===== config.mk =====
export PLATFORM = sky130hd
export DESIGN_NAME = core2wb_bridge
export DESIGN_NICKNAME = d
export VERILOG_FILES = /design/src/rtl/core2wb_pkg.sv /design/src/rtl/wb_watchdog.sv /design/src/rtl/core2wb_bridge.sv
export SDC_FILE = /design/constraint.sdc
export NUM_CORES = 1
export LEC_CHECK = 0
export BUFFER_PORTS_ARGS = -buffer_cell sky130_fd_sc_hd__buf_2
export CAP_MARGIN = 30
export CORE_AREA = 2 2 82 84
export DETAILED_ROUTE_END_ITERATION = 10
export DIE_AREA = 0 0 84 86
export PLACE_DENSITY = 0.68
export SLEW_MARGIN = 20
export SYNTH_ARGS = -nofsm -noshare
export SYNTH_HDL_FRONTEND = slang
export SYNTH_SLANG_ARGS = --single-unit

===== constraint.sdc =====
create_clock -name clk -period 2.4 [get_ports clk]
set_input_delay 0.24 -clock clk [delete_from_list [all_inputs] [get_ports clk]]
set_output_delay 0.24 -clock clk [all_outputs]
set_load 0.05 [all_outputs]

===== src/rtl/core2wb_pkg.sv =====
// +--------------------------------------------------------------------+
// | core2wb_pkg: shared FSM state type and counter sizing helper       |
// | Rev 1.0                                                            |
// +--------------------------------------------------------------------+
`default_nettype none

package core2wb_pkg;

   typedef enum logic [1:0] {
      ST_IDLE   = 2'd0,
      ST_ACTIVE = 2'd1,
      ST_ABORT  = 2'd2
   } state_e;

   function automatic int cnt_width(input int max_out);
      return $clog2(max_out + 1);
   endfunction

endpackage

`default_nettype wire


===== src/rtl/wb_watchdog.sv =====
// +--------------------------------------------------------------------+
// | wb_watchdog: flags a stalled bus after TIMEOUT silent cycles       |
// | Rev 1.0                                                            |
// +--------------------------------------------------------------------+
`default_nettype none

module wb_watchdog #(
   parameter int TIMEOUT = 64
) (
   input  logic clk,
   input  logic rst,
   input  logic clear,
   input  logic run,
   output logic expired
);

   localparam int TW = $clog2(TIMEOUT);
   localparam logic [TW-1:0] LAST = TW'(TIMEOUT - 1);

   logic [TW-1:0] timer_q, timer_d;

   always_comb begin
      timer_d = timer_q;
      if (clear) begin
         timer_d = '0;
      end else if (run) begin
         timer_d = timer_q + 1'b1;
      end
      expired = run & ~clear & (timer_q == LAST);
   end

   always_ff @(posedge clk) begin
      if (rst) begin
         timer_q <= '0;
      end else begin
         timer_q <= timer_d;
      end
   end

endmodule

`default_nettype wire


===== src/rtl/core2wb_bridge.sv =====
// +--------------------------------------------------------------------+
// | core2wb_bridge: Ibex LSU data port to Wishbone B4 pipelined master |
// | Rev 1.0                                                            |
// +--------------------------------------------------------------------+
`default_nettype none

module core2wb_bridge
   import core2wb_pkg::*;
#(
   parameter int MAX_OUTSTANDING = 2,
   parameter int TIMEOUT         = 64
) (
   input  logic        clk,
   input  logic        rst,
   input  logic        data_req,
   output logic        data_gnt,
   output logic        data_rvalid,
   input  logic        data_we,
   input  logic [3:0]  data_be,
   input  logic [31:0] data_addr,
   input  logic [31:0] data_wdata,
   output logic [31:0] data_rdata,
   output logic        data_err,
   output logic        wb_cyc,
   output logic        wb_stb,
   output logic        wb_we,
   output logic [3:0]  wb_sel,
   output logic [29:0] wb_adr,
   output logic [31:0] wb_dat_o,
   input  logic [31:0] wb_dat_i,
   input  logic        wb_ack,
   input  logic        wb_err,
   input  logic        wb_stall,
   output logic        proto_err
);

   localparam int CW = cnt_width(MAX_OUTSTANDING);
   localparam logic [CW-1:0] CNT_MAX = CW'(MAX_OUTSTANDING);
   localparam logic [CW-1:0] CNT_ONE = CW'(1);

   state_e        state_q, state_d;
   logic [CW-1:0] cnt_q, cnt_d;
   logic          proto_err_q, proto_err_d;

   logic cnt_nz, full, not_abort, slave_rsp, rsp_valid;
   logic wd_clear, wd_expired;
   logic unused_addr_lsb;

   assign wb_we           = data_we;
   assign wb_sel          = data_be;
   assign wb_adr          = data_addr[31:2];
   assign wb_dat_o        = data_wdata;
   assign proto_err       = proto_err_q;
   assign unused_addr_lsb = ^data_addr[1:0];

   always_comb begin
      cnt_nz    = (cnt_q != '0);
      full      = (cnt_q == CNT_MAX);
      not_abort = (state_q != ST_ABORT);
      slave_rsp = wb_ack | wb_err;

      // Zero-latency issue: strobe and grant follow the request combinationally
      wb_stb    = not_abort & data_req & ~full;
      data_gnt  = wb_stb & ~wb_stall;
      wb_cyc    = not_abort & (data_req | cnt_nz);
      rsp_valid = not_abort & slave_rsp & cnt_nz;

      if (not_abort) begin
         data_rvalid = rsp_valid;
         data_err    = wb_err;
         data_rdata  = wb_err ? 32'h0 : wb_dat_i;
      end else begin
         data_rvalid = 1'b1;
         data_err    = 1'b1;
         data_rdata  = 32'h0;
      end

      wd_clear = rsp_valid | ~cnt_nz | ~not_abort;

      cnt_d       = cnt_q;
      state_d     = state_q;
      proto_err_d = proto_err_q | (not_abort & slave_rsp & ~cnt_nz);

      if (!not_abort) begin
         // Drain one error response per cycle; cyc stays low until IDLE
         if (cnt_nz) begin
            cnt_d = cnt_q - 1'b1;
         end
         if (cnt_q <= CNT_ONE) begin
            state_d = ST_IDLE;
         end
      end else begin
         case ({data_gnt, rsp_valid})
            2'b10:   cnt_d = cnt_q + 1'b1;
            2'b01:   cnt_d = cnt_q - 1'b1;
            default: cnt_d = cnt_q;
         endcase
         if (wd_expired) begin
            state_d = ST_ABORT;
         end else if (cnt_d != '0) begin
            state_d = ST_ACTIVE;
         end else begin
            state_d = ST_IDLE;
         end
      end
   end

   always_ff @(posedge clk) begin
      if (rst) begin
         state_q     <= ST_IDLE;
         cnt_q       <= '0;
         proto_err_q <= 1'b0;
      end else begin
         state_q     <= state_d;
         cnt_q       <= cnt_d;
         proto_err_q <= proto_err_d;
      end
   end

   wb_watchdog #(
      .TIMEOUT (TIMEOUT)
   ) u_watchdog (
      .clk     (clk),
      .rst     (rst),
      .clear   (wd_clear),
      .run     (cnt_nz),
      .expired (wd_expired)
   );

endmodule

`default_nettype wire

==> flow_summary_export.csv, run 1 <==
group,metric,value,unit
sta,max_freq,487,MHz
setup_path,timing.rr.start,"cnt_q[0]",
clocking,insertion_delay,0.23,ns
setup_path,critical_path_required,2.16,ns
worst_hold_path,hold_end,"state_q[1]",
flow_run,drv_cap,0,
sta,worst_pin_slew,0.386,ns
clocking,root_buffer,"clkbuf_8",
global_route,first_global_vias,921,
die,fp.dieH,86,um
sta,hold_viol,0,
yosys,async_flop_share,0,
die,initial_core_util,0.213,
placed_design,place_inst,257,
placed_design,hpwl,2.36,mm
setup_path,crit_type,"reg2out",
routing,drt-pass1-iter-count,4,
final_layout,final_nets,298,
yosys,avgSynthCellArea,7.69,um^2
worst_hold_path,holdPathStages,2,
yosys,syn_inst,174,
yosys,synthFlopType,"dfxtp_1",
routing,drcViolationCount,0,
yosys,synth.most_common_cell,"buf_4",
clocking,cts_resized,0,
setup_path,r2r_slack,0.38,ns
pwr,powerDensity,729,nW/um^2
global_route,grt.overflow.total,0,
yosys,ys_ff_latch,11,
pwr,leakagePower,0.688,nW
clocking,htree_levels,1,
final_layout,syn_to_final_growth,2.24,%
clocking,cts_tree,"yes",
die,core,6280,um^2
final_layout,seqCellArea,220,um^2
setup_path,worstReg2RegEnd,"state_q[0]",
yosys,synth.net_count,287,
setup_path,crit_fanout,33,
outcome,outcome,"completed",
yosys,yosys_warnings,0,
yosys,yosys-top-cells-area,"buf_4 (38%), dfxtp_1 (16%), and2_1 (15%)",
yosys,post_synth_num_cell_types,28,
sta,setup_violations,0,
sta,period_needed,2.05,ns
pwr,vdd_drop_max,315,uV
yosys,yosys.area.top_type_share,0.376,
sta,relSlewSlack,0.742,
clocking,ctsHoldBuffers,0,
setup_path,start_kind,"flip-flop",
yosys,synth_edf_count,0,
routing,vias,993,
die,num_io_pins,212,
setup_path,critPathArrivalTime,1.81,ns
die,rows,29,
worst_hold_path,min-delay-start,"rst",
routing,antenna_left,0,
final_layout,final-instance-count-excl-fill,261,
clocking,cts_buffers,3,
final_layout,drive_gt1_frac,0.484,
clocking,cts_max_path_buffers,2,
sta,skew,0.00436,ns
placed_design,place.gp.congestion,0.734,
routing,drt-vias-per-instance,3.80,
placed_design,placed_area,1320,um^2
placed_design,io_buffers,75,
sta,slew_viol_final,0,
sta,fin_ws,0.346,ns
yosys,synth-seq-area-share,0.164,
die,chipWidth,84,um
routing,drt_iter0_drc,16,
sta,rsz0062_at_grt,"no",
yosys,syn_area,1340,um^2
worst_hold_path,hold_path.class,"in2reg",
final_layout,antennaDiodeCount,0,
final_layout,num-fill-cells,699,
global_route,antenna_found_initial,0,
yosys,yosys-top-cells-count,"buf_4 (67), and2_1 (33), dfxtp_1 (11)",
routing,wl_per_cell,10.9,um
yosys,synth_top_area_cell,"buf_4",
setup_path,endpoint_kind,"output pin",
final_layout,utilization,0.218,
clocking,path_clk_slew,0.05,ns
routing,finalWirelength,2.84,mm
placed_design,place_worst_setup_slack,0.387,ns
global_route,grt_usage,0.0685,
clocking,clock-sinks,11,
global_route,grt_max_degree,34,
setup_path,r2r_cells,8,
final_layout,design_area,1370,um^2
global_route,grt_pass1_wl,4.15,mm
die,fp.dieArea,7220,um^2
final_layout,multi_input_area,579,um^2
sta,final.setup.tns,0,ns
sta,fin_crit_sh,0.856,
clocking,post-cts-setup-buffers,0,
## final cells by class
cell class / count / area share
multi-input combinational: 84 / 0.423
timing repair buffer: 78 / 0.291
sequential: 11 / 0.161
tap: 77 / 0.0704
clock buffer: 4 / 0.0329
inverter: 7 / 0.0219
## layout by cell type, fill, tap and decap left out, types with 2 or more instances in the layout
master and instances:
a21oi_1 4, and2_1 33, buf_2 75, buf_4 3, clkbuf_8 3, dfxtp_1 11, ha_1 6, inv_1 6
nand2_1 3, nand2b_1 2, nand3_1 2, nor2_1 8, nor2b_1 3, nor3_1 2, o21ai_0 3, or3_4 2
xnor2_1 3, xor2_1 2
## critical path, stage by stage, from the launching register on
cell and delay [ns]:
dfxtp_1 0.32, nor2b_1 0.35, buf_4 0.24, nor2_1 0.05
buf_4 0.21, and2_1 0.19, buf_2 0.21
## cells by family after synthesis
group                      share of synthesized area
adders and majority gates                     0.0561
muxes                                        0.00841
xor gates and xnor gates                      0.0327
buffers and inverters                          0.411
DFF                                            0.164
and+or+nand+nor                                0.272
AOI/OAI and AO/OA                             0.0551
## worst max path at each step
stage                from              to  slack, ns  cells past startpoint
4_1_cts        state_q[1]  data_rdata[24]       0.33                      6
5_1_grt          cnt_q[0]      state_q[0]       0.16                      8
6_report       state_q[1]  data_rdata[24]       0.35                      6
3_5_place_dp     cnt_q[0]      state_q[0]       0.39                      8
2_1_floorplan    cnt_q[0]      state_q[0]       0.04                     10
3_3_place_gp     cnt_q[0]      state_q[0]       0.43                      8
## power breakdown
part,total (mW),leakage [nW],switching (mW),internal [mW]
clock,0.181,0.0228,0.0649,0.116
sequential,0.226,0.0894,0.0167,0.209
combinational,0.591,0.575,0.396,0.196
total,0.998,0.688,0.477,0.521
## registers in the layout, indices dropped and copies added, names as in the netlist
name                count
cnt_q                   2
proto_err               1
state_q                 2
u_watchdog.timer_q      6
## through the flow
stage | hold WS, ns | total power [mW]
finish | 0.255 | 0.998
global route | 0.263 | 1.07
CTS | 0.256 | 1.00
detailed placement | 0.436 | 0.821
global placement | 0.434 | 0.810
floorplan | 0.309 | 0.975
## metal layers
metal	global-route usage	up-vias	wire length [um]
li1	-	499	-
met1	0.0818	421	1140
met2	0.100	59	1310
met3	0.0385	14	332
met4	0.0308	0	53
met5	0	-	0
(Power assumes the default switching activity.)
==> run 2, diff against run 1 <==
--- a/config.mk
+++ b/config.mk
@@ -7,11 +7,13 @@
 export LEC_CHECK = 0
 export BUFFER_PORTS_ARGS = -buffer_cell sky130_fd_sc_hd__buf_2
 export CAP_MARGIN = 30
-export CORE_AREA = 2 2 82 84
+export CORE_AREA = 2 2 83 85
 export DETAILED_ROUTE_END_ITERATION = 10
-export DIE_AREA = 0 0 84 86
+export DIE_AREA = 0 0 85 87
+export MAX_ROUTING_LAYER = met4
 export PLACE_DENSITY = 0.68
 export SLEW_MARGIN = 20
 export SYNTH_ARGS = -nofsm -noshare
 export SYNTH_HDL_FRONTEND = slang
+export SYNTH_HIERARCHICAL = 1
 export SYNTH_SLANG_ARGS = --single-unit
==> run 2 against run 1 <==
- total power fell by 2.5%
- global-route usage rose by 2.4 points
- synthesized cell count rose by 4.0%
- register-to-register slack got worse by 0.13 ns
- cell count rose by 2.3%
- critical path depth rose by 1
- final area rose by 4.4%
- sequential cell count did not move
- combinational power fell by 4.2%
- sequential power barely moved
- wire length rose by 33%
- highest routed layer unchanged
- critical endpoint is now state_q[0]
==> flow_summary_export.csv, run 2 <==
group,metric,value,unit
outcome,outcome,"completed",
yosys,synthFlopType,"dfxtp_1",
setup_path,critPathArrivalTime,2.28,ns
die,num_io_pins,212,
setup_path,crit_type,"reg2reg",
sta,worst_pin_slew,0.497,ns
clocking,cts_tree,"yes",
sta,skew,0.00168,ns
clocking,root_buffer,"clkbuf_8",
global_route,grt_usage,0.0928,
worst_hold_path,min-delay-start,"rst",
die,rows,30,
pwr,comb_power_share,0.582,
sta,fin_crit_sh,0.896,
sta,setup_violations,0,
global_route,grt_max_degree,34,
final_layout,syn_to_final_growth,1.51,%
clocking,ctsHoldBuffers,0,
sta,hold_ws,0.271,ns
routing,drt_iter0_drc,22,
pwr,sw_frac_of_total,0.462,
sta,slew_viol_final,0,
die,fp.dieArea,7400,um^2
final_layout,largest-register,"u_watchdog/timer_q",
sta,max_freq,465,MHz
routing,wl_per_cell,14.1,um
clocking,path_clk_slew,0.05,ns
routing,drcViolationCount,0,
die,fp.dieH,87,um
sta,rsz0062_at_grt,"no",
routing,routed.top_layer,"met4",
flow_run,drv_cap,0,
yosys,async_flop_share,0,
clocking,cts_buffers,3,
yosys,synth-seq-area-share,0.156,
placed_design,place.gp.congestion,0.787,
sta,relSlewSlack,0.668,
yosys,yosys-top-cells-count,"buf_4 (67), and2_1 (32), dfxtp_1 (11)",
yosys,post_synth_num_cell_types,35,
clocking,cts_resized,0,
setup_path,crit_fanout,8,
die,chipWidth,85,um
die,initial_core_util,0.214,
yosys,synth_edf_count,0,
pwr,leakagePower,0.699,nW
yosys,syn_area,1410,um^2
global_route,first_global_vias,981,
routing,drt-vias-per-instance,3.97,
routing,finalWirelength,3.78,mm
yosys,yosys-top-cells-area,"buf_4 (36%), dfxtp_1 (16%), and2_1 (14%)",
setup_path,cp-startpoint,"cnt_q[1]",
clocking,clock-sinks,11,
global_route,antenna_found_initial,0,
clocking,htree_levels,1,
yosys,ys_ff_latch,11,
pwr,p_total,0.973,mW
routing,met1_length,1.13,mm
yosys,yosys.area.top_type_share,0.357,
pwr,power_frac_clock,0.185,
yosys,syn_inst,181,
routing,vias,1059,
final_layout,drive_gt1_frac,0.487,
final_layout,final_cell_mix,"buf_2 (75), and2_1 (32), dfxtp_1 (10), nor2_1 (9), nand2_1 (6)",
global_route,grt.overflow.total,0,
pwr,p_switching,0.449,mW
placed_design,io_buffers,75,
pwr,power.internal,0.524,mW
clocking,post-cts-setup-buffers,0,
yosys,yosys_warnings,6,
final_layout,antennaDiodeCount,0,
setup_path,start_kind,"flip-flop",
global_route,grt_pass1_wl,5.13,mm
routing,antenna_left,0,
pwr,powerDensity,681,nW/um^2
worst_hold_path,hold_path.class,"in2reg",
pwr,vdd_drop_max,400,uV
yosys,synth_top_area_cell,"buf_4",
clocking,cts_max_path_buffers,2,
setup_path,timing.rr.start,"cnt_q[1]",
sta,hold_viol,0,
routing,route.met3.wl,891,um
die,core,6570,um^2
clocking,insertion_delay,0.23,ns
yosys,synth.net_count,294,
setup_path,endpoint_kind,"flip-flop",
setup_path,critical_path_required,2.53,ns
final_layout,largestRegisters,"u_watchdog/timer_q (6), cnt_q (2), state_q (2)",
pwr,p_seq_frac,0.233,
yosys,avgSynthCellArea,7.78,um^2
routing,met2_length,1.66,mm
final_layout,largest_reg_flops,6,
final_layout,final_nets,301,
sta,period_needed,2.15,ns
final_layout,layout_commonest_cell,"buf_2",
placed_design,hpwl,3.27,mm
routing,drt-pass1-iter-count,4,
yosys,synth.most_common_cell,"buf_4",
## run 2: critical path, stage by stage, from the launching register on
cell	delay, ns
dfxtp_1	0.41
inv_1	0.10
ha_1	0.29
nor3_2	0.25
ha_1	0.31
o21bai_1	0.18
o21a_1	0.20
a2111oi_2	0.29
## run 2: path summary, 6_finish.rpt
check | end | slack (ns) | cells after the start
setup / recovery | state_q[0] | 0.25 | 7
setup reg to reg | state_q[0] | 0.25 | 7
hold reg to reg | proto_err | 0.49 | 2
hold / removal | state_q[1] | 0.27 | 2
## run 2: stage by stage
step / cells / util / setup TNS (ns) / instance area [um^2] / setup WS (ns)
floorplan: 181 / - / -0.0132 / 1440 / -0.0132
global placement: 263 / 0.210 / 0 / 1380 / 0.300
detailed placement: 263 / 0.210 / 0 / 1380 / 0.172
CTS: 267 / 0.217 / 0 / 1420 / 0.162
global route: 267 / 0.218 / 0 / 1430 / 0.0491
finish: 267 / 0.218 / 0 / 1430 / 0.250
## run 2: power by group through the flow
stage | logic [mW] | clock network, mW | registers [mW]
floorplan | 0.748 | 0 | 0.241
global placement | 0.553 | 0 | 0.227
detailed placement | 0.566 | 0 | 0.230
CTS | 0.569 | 0.188 | 0.227
global route | 0.614 | 0.201 | 0.230
finish | 0.566 | 0.180 | 0.227
## run 2: layout make-up
type                    count  area (um^2)
repair buffers             75          375
fillers                   741         5140
well taps                  80          100
inverters                   6         22.5
clock buffers               4         45.0
flip-flops and latches     11          221
multi-input cells          91          664
## run 2: per-layer routing
| layer | vias to the layer above | track usage |
|---|---|---|
| met1 | 437 | 0.0774 |
| met4 | 0 | 0.0332 |
| met5 | - | - |
| li1 | 516 | - |
| met3 | 10 | 0.101 |
| met2 | 96 | 0.135 |
## run 2: cell families (layout without fill, tap and decap cells)
group | Yosys count | in the layout | synth area share
AOI/OAI and AO/OA | 15 | 15 | 0.0738
xor gates and xnor gates | 5 | 5 | 0.0311
adders and majority gates | 6 | 6 | 0.0533
buffers and inverters | 79 | 85 | 0.398
DFF | 11 | 11 | 0.156
muxes | 2 | 2 | 0.0151
and+or+nand+nor | 63 | 63 | 0.272
==> run 3, diff against run 2 <==
--- a/config.mk
+++ b/config.mk
@@ -11,7 +11,7 @@
 export DETAILED_ROUTE_END_ITERATION = 10
 export DIE_AREA = 0 0 85 87
 export MAX_ROUTING_LAYER = met4
-export PLACE_DENSITY = 0.68
+export PLACE_DENSITY = 0.61
 export SLEW_MARGIN = 20
 export SYNTH_ARGS = -nofsm -noshare
 export SYNTH_HDL_FRONTEND = slang
==> run 3 against run 2 <==
- hold slack gained 0.0039 ns
- sequential power about the same
- register-to-register slack barely moved
- clock skew up 0.0020 ns
- largest cell class unchanged
- final area is 0.35% lower
- highest routed layer unchanged
- total power is 0.42% higher
- fmax shrank 0.17%
- via count up 2.3%
- critical path depth is the same
- worst setup slack worse by 0.0037 ns
- utilization down 0.076 points
- cell count did not move
==> flow_summary_export.csv, run 3 (synthesis results as in run 2) <==
group,metric,value,unit
sta,skew,0.00363,ns
setup_path,endpoint_kind,"flip-flop",
routing,drt-vias-per-instance,4.06,
routing,finalWirelength,4.34,mm
setup_path,crit_fanout,8,
clocking,cts_resized,0,
global_route,first_global_vias,918,
sta,max_freq,464,MHz
global_route,antenna_found_initial,0,
pwr,powerDensity,686,nW/um^2
global_route,grtUsageMet2,0.134,
die,core,6570,um^2
routing,drt_iter0_drc,29,
sta,fin_crit_sh,0.897,
final_layout,largestRegisters,"u_watchdog/timer_q (6), cnt_q (2), state_q (2)",
pwr,leakagePower,0.699,nW
pwr,p_total,0.977,mW
sta,worst_pin_slew,0.554,ns
routing,drcViolationCount,0,
final_layout,final_nets,301,
final_layout,multi_input_area,659,um^2
final_layout,num-fill-cells,729,
clocking,cts_buffers,3,
setup_path,critical_path_required,2.54,ns
die,chipWidth,85,um
global_route,grtUsageMet1,0.0944,
sta,slew_viol_final,0,
global_route,grt_pass1_wl,5.52,mm
clocking,root_buffer,"clkbuf_8",
final_layout,final_cell_mix,"buf_2 (75), and2_1 (32), dfxtp_1 (10), nor2_1 (9), nand2_1 (6)",
final_layout,largest-register,"u_watchdog/timer_q",
sta,setup_violations,0,
placed_design,io_buffers,75,
clocking,htree_levels,1,
setup_path,crit_type,"reg2reg",
clocking,post-cts-setup-buffers,0,
pwr,vdd_drop_max,228,uV
routing,wl_per_cell,16.3,um
placed_design,place.gp.congestion,0.779,
final_layout,largest_reg_flops,6,
sta,relSlewSlack,0.630,
global_route,grt.busiest_layer,"met3",
clocking,cts_tree,"yes",
routing,vias,1083,
outcome,outcome,"completed",
die,fp.dieArea,7400,um^2
final_layout,drive_gt1_frac,0.481,
clocking,ctsHoldBuffers,0,
global_route,grt.met3_usage,0.141,
sta,hold_ws,0.275,ns
clocking,path_clk_slew,0.05,ns
clocking,insertion_delay,0.23,ns
routing,antenna_left,0,
sta,hold_viol,0,
die,fp.dieH,87,um
global_route,grt.overflow.total,0,
die,initial_core_util,0.214,
die,num_io_pins,212,
setup_path,critPathArrivalTime,2.29,ns
routing,drt-pass1-iter-count,2,
sta,rsz0062_at_grt,"no",
global_route,grt_max_degree,34,
setup_path,start_kind,"flip-flop",
clocking,clock-sinks,11,
clocking,cts_max_path_buffers,2,
worst_hold_path,hold_path.class,"in2reg",
global_route,grt_usage,0.106,
final_layout,seqCellArea,221,um^2
flow_run,drv_cap,0,
final_layout,layout_commonest_cell,"buf_2",
die,rows,30,
placed_design,hpwl,3.85,mm
final_layout,syn_to_final_growth,1.16,%
sta,period_needed,2.15,ns
final_layout,antennaDiodeCount,0,
==> run 3: power by group <==
group	total (mW)	switching (mW)	internal [mW]
Clock	0.183	0.0667	0.116
Combinational	0.568	0.368	0.200
Sequential	0.226	0.0202	0.205
Total	0.977	0.455	0.522
==> run 3: layout make-up <==
| cell class | count | area share |
|---|---|---|
| sequential | 11 | 0.156 |
| tap | 80 | 0.0703 |
| inverter | 6 | 0.0158 |
| clock buffer | 4 | 0.0316 |
| multi-input combinational | 91 | 0.463 |
| timing repair buffer | 75 | 0.264 |
==> run 3: per-layer routing <==
metal | part of all wire | up-vias
met5 | 0 | -
met4 | 0.019 | 0
li1 | - | 518
met2 | 0.39 | 83
met3 | 0.26 | 12
met1 | 0.33 | 470
==> run 3: path summary, 6_finish.rpt <==
kind,start,endpoint,slack [ns],cells past startpoint
worst min register to register,proto_err,proto_err,0.49,2
worst max register to register,cnt_q[1],state_q[0],0.25,7
worst min-delay path,rst,state_q[1],0.27,2
worst max-delay path,cnt_q[1],state_q[0],0.25,7
==> run 3: through the flow <==
step                      utilization  setup TNS [ns]  setup WS, ns  instances  instance area [um^2]
after CTS                       0.217               0         0.233        267                  1420
final                           0.217               0         0.247        267                  1420
after floorplan                     -         -0.0132       -0.0132        181                  1440
after global placement          0.210               0         0.292        263                  1380
after global routing            0.217               0        0.0682        267                  1420
after detailed placement        0.210               0         0.241        263                  1380
==> run 3: critical path, stage by stage (launching register included) <==
cell       delay [ns]
dfxtp_1          0.40
inv_1            0.10
ha_1             0.29
nor3_1           0.27
ha_1             0.32
o21bai_1         0.17
o21a_1           0.20
a2111oi_2        0.28
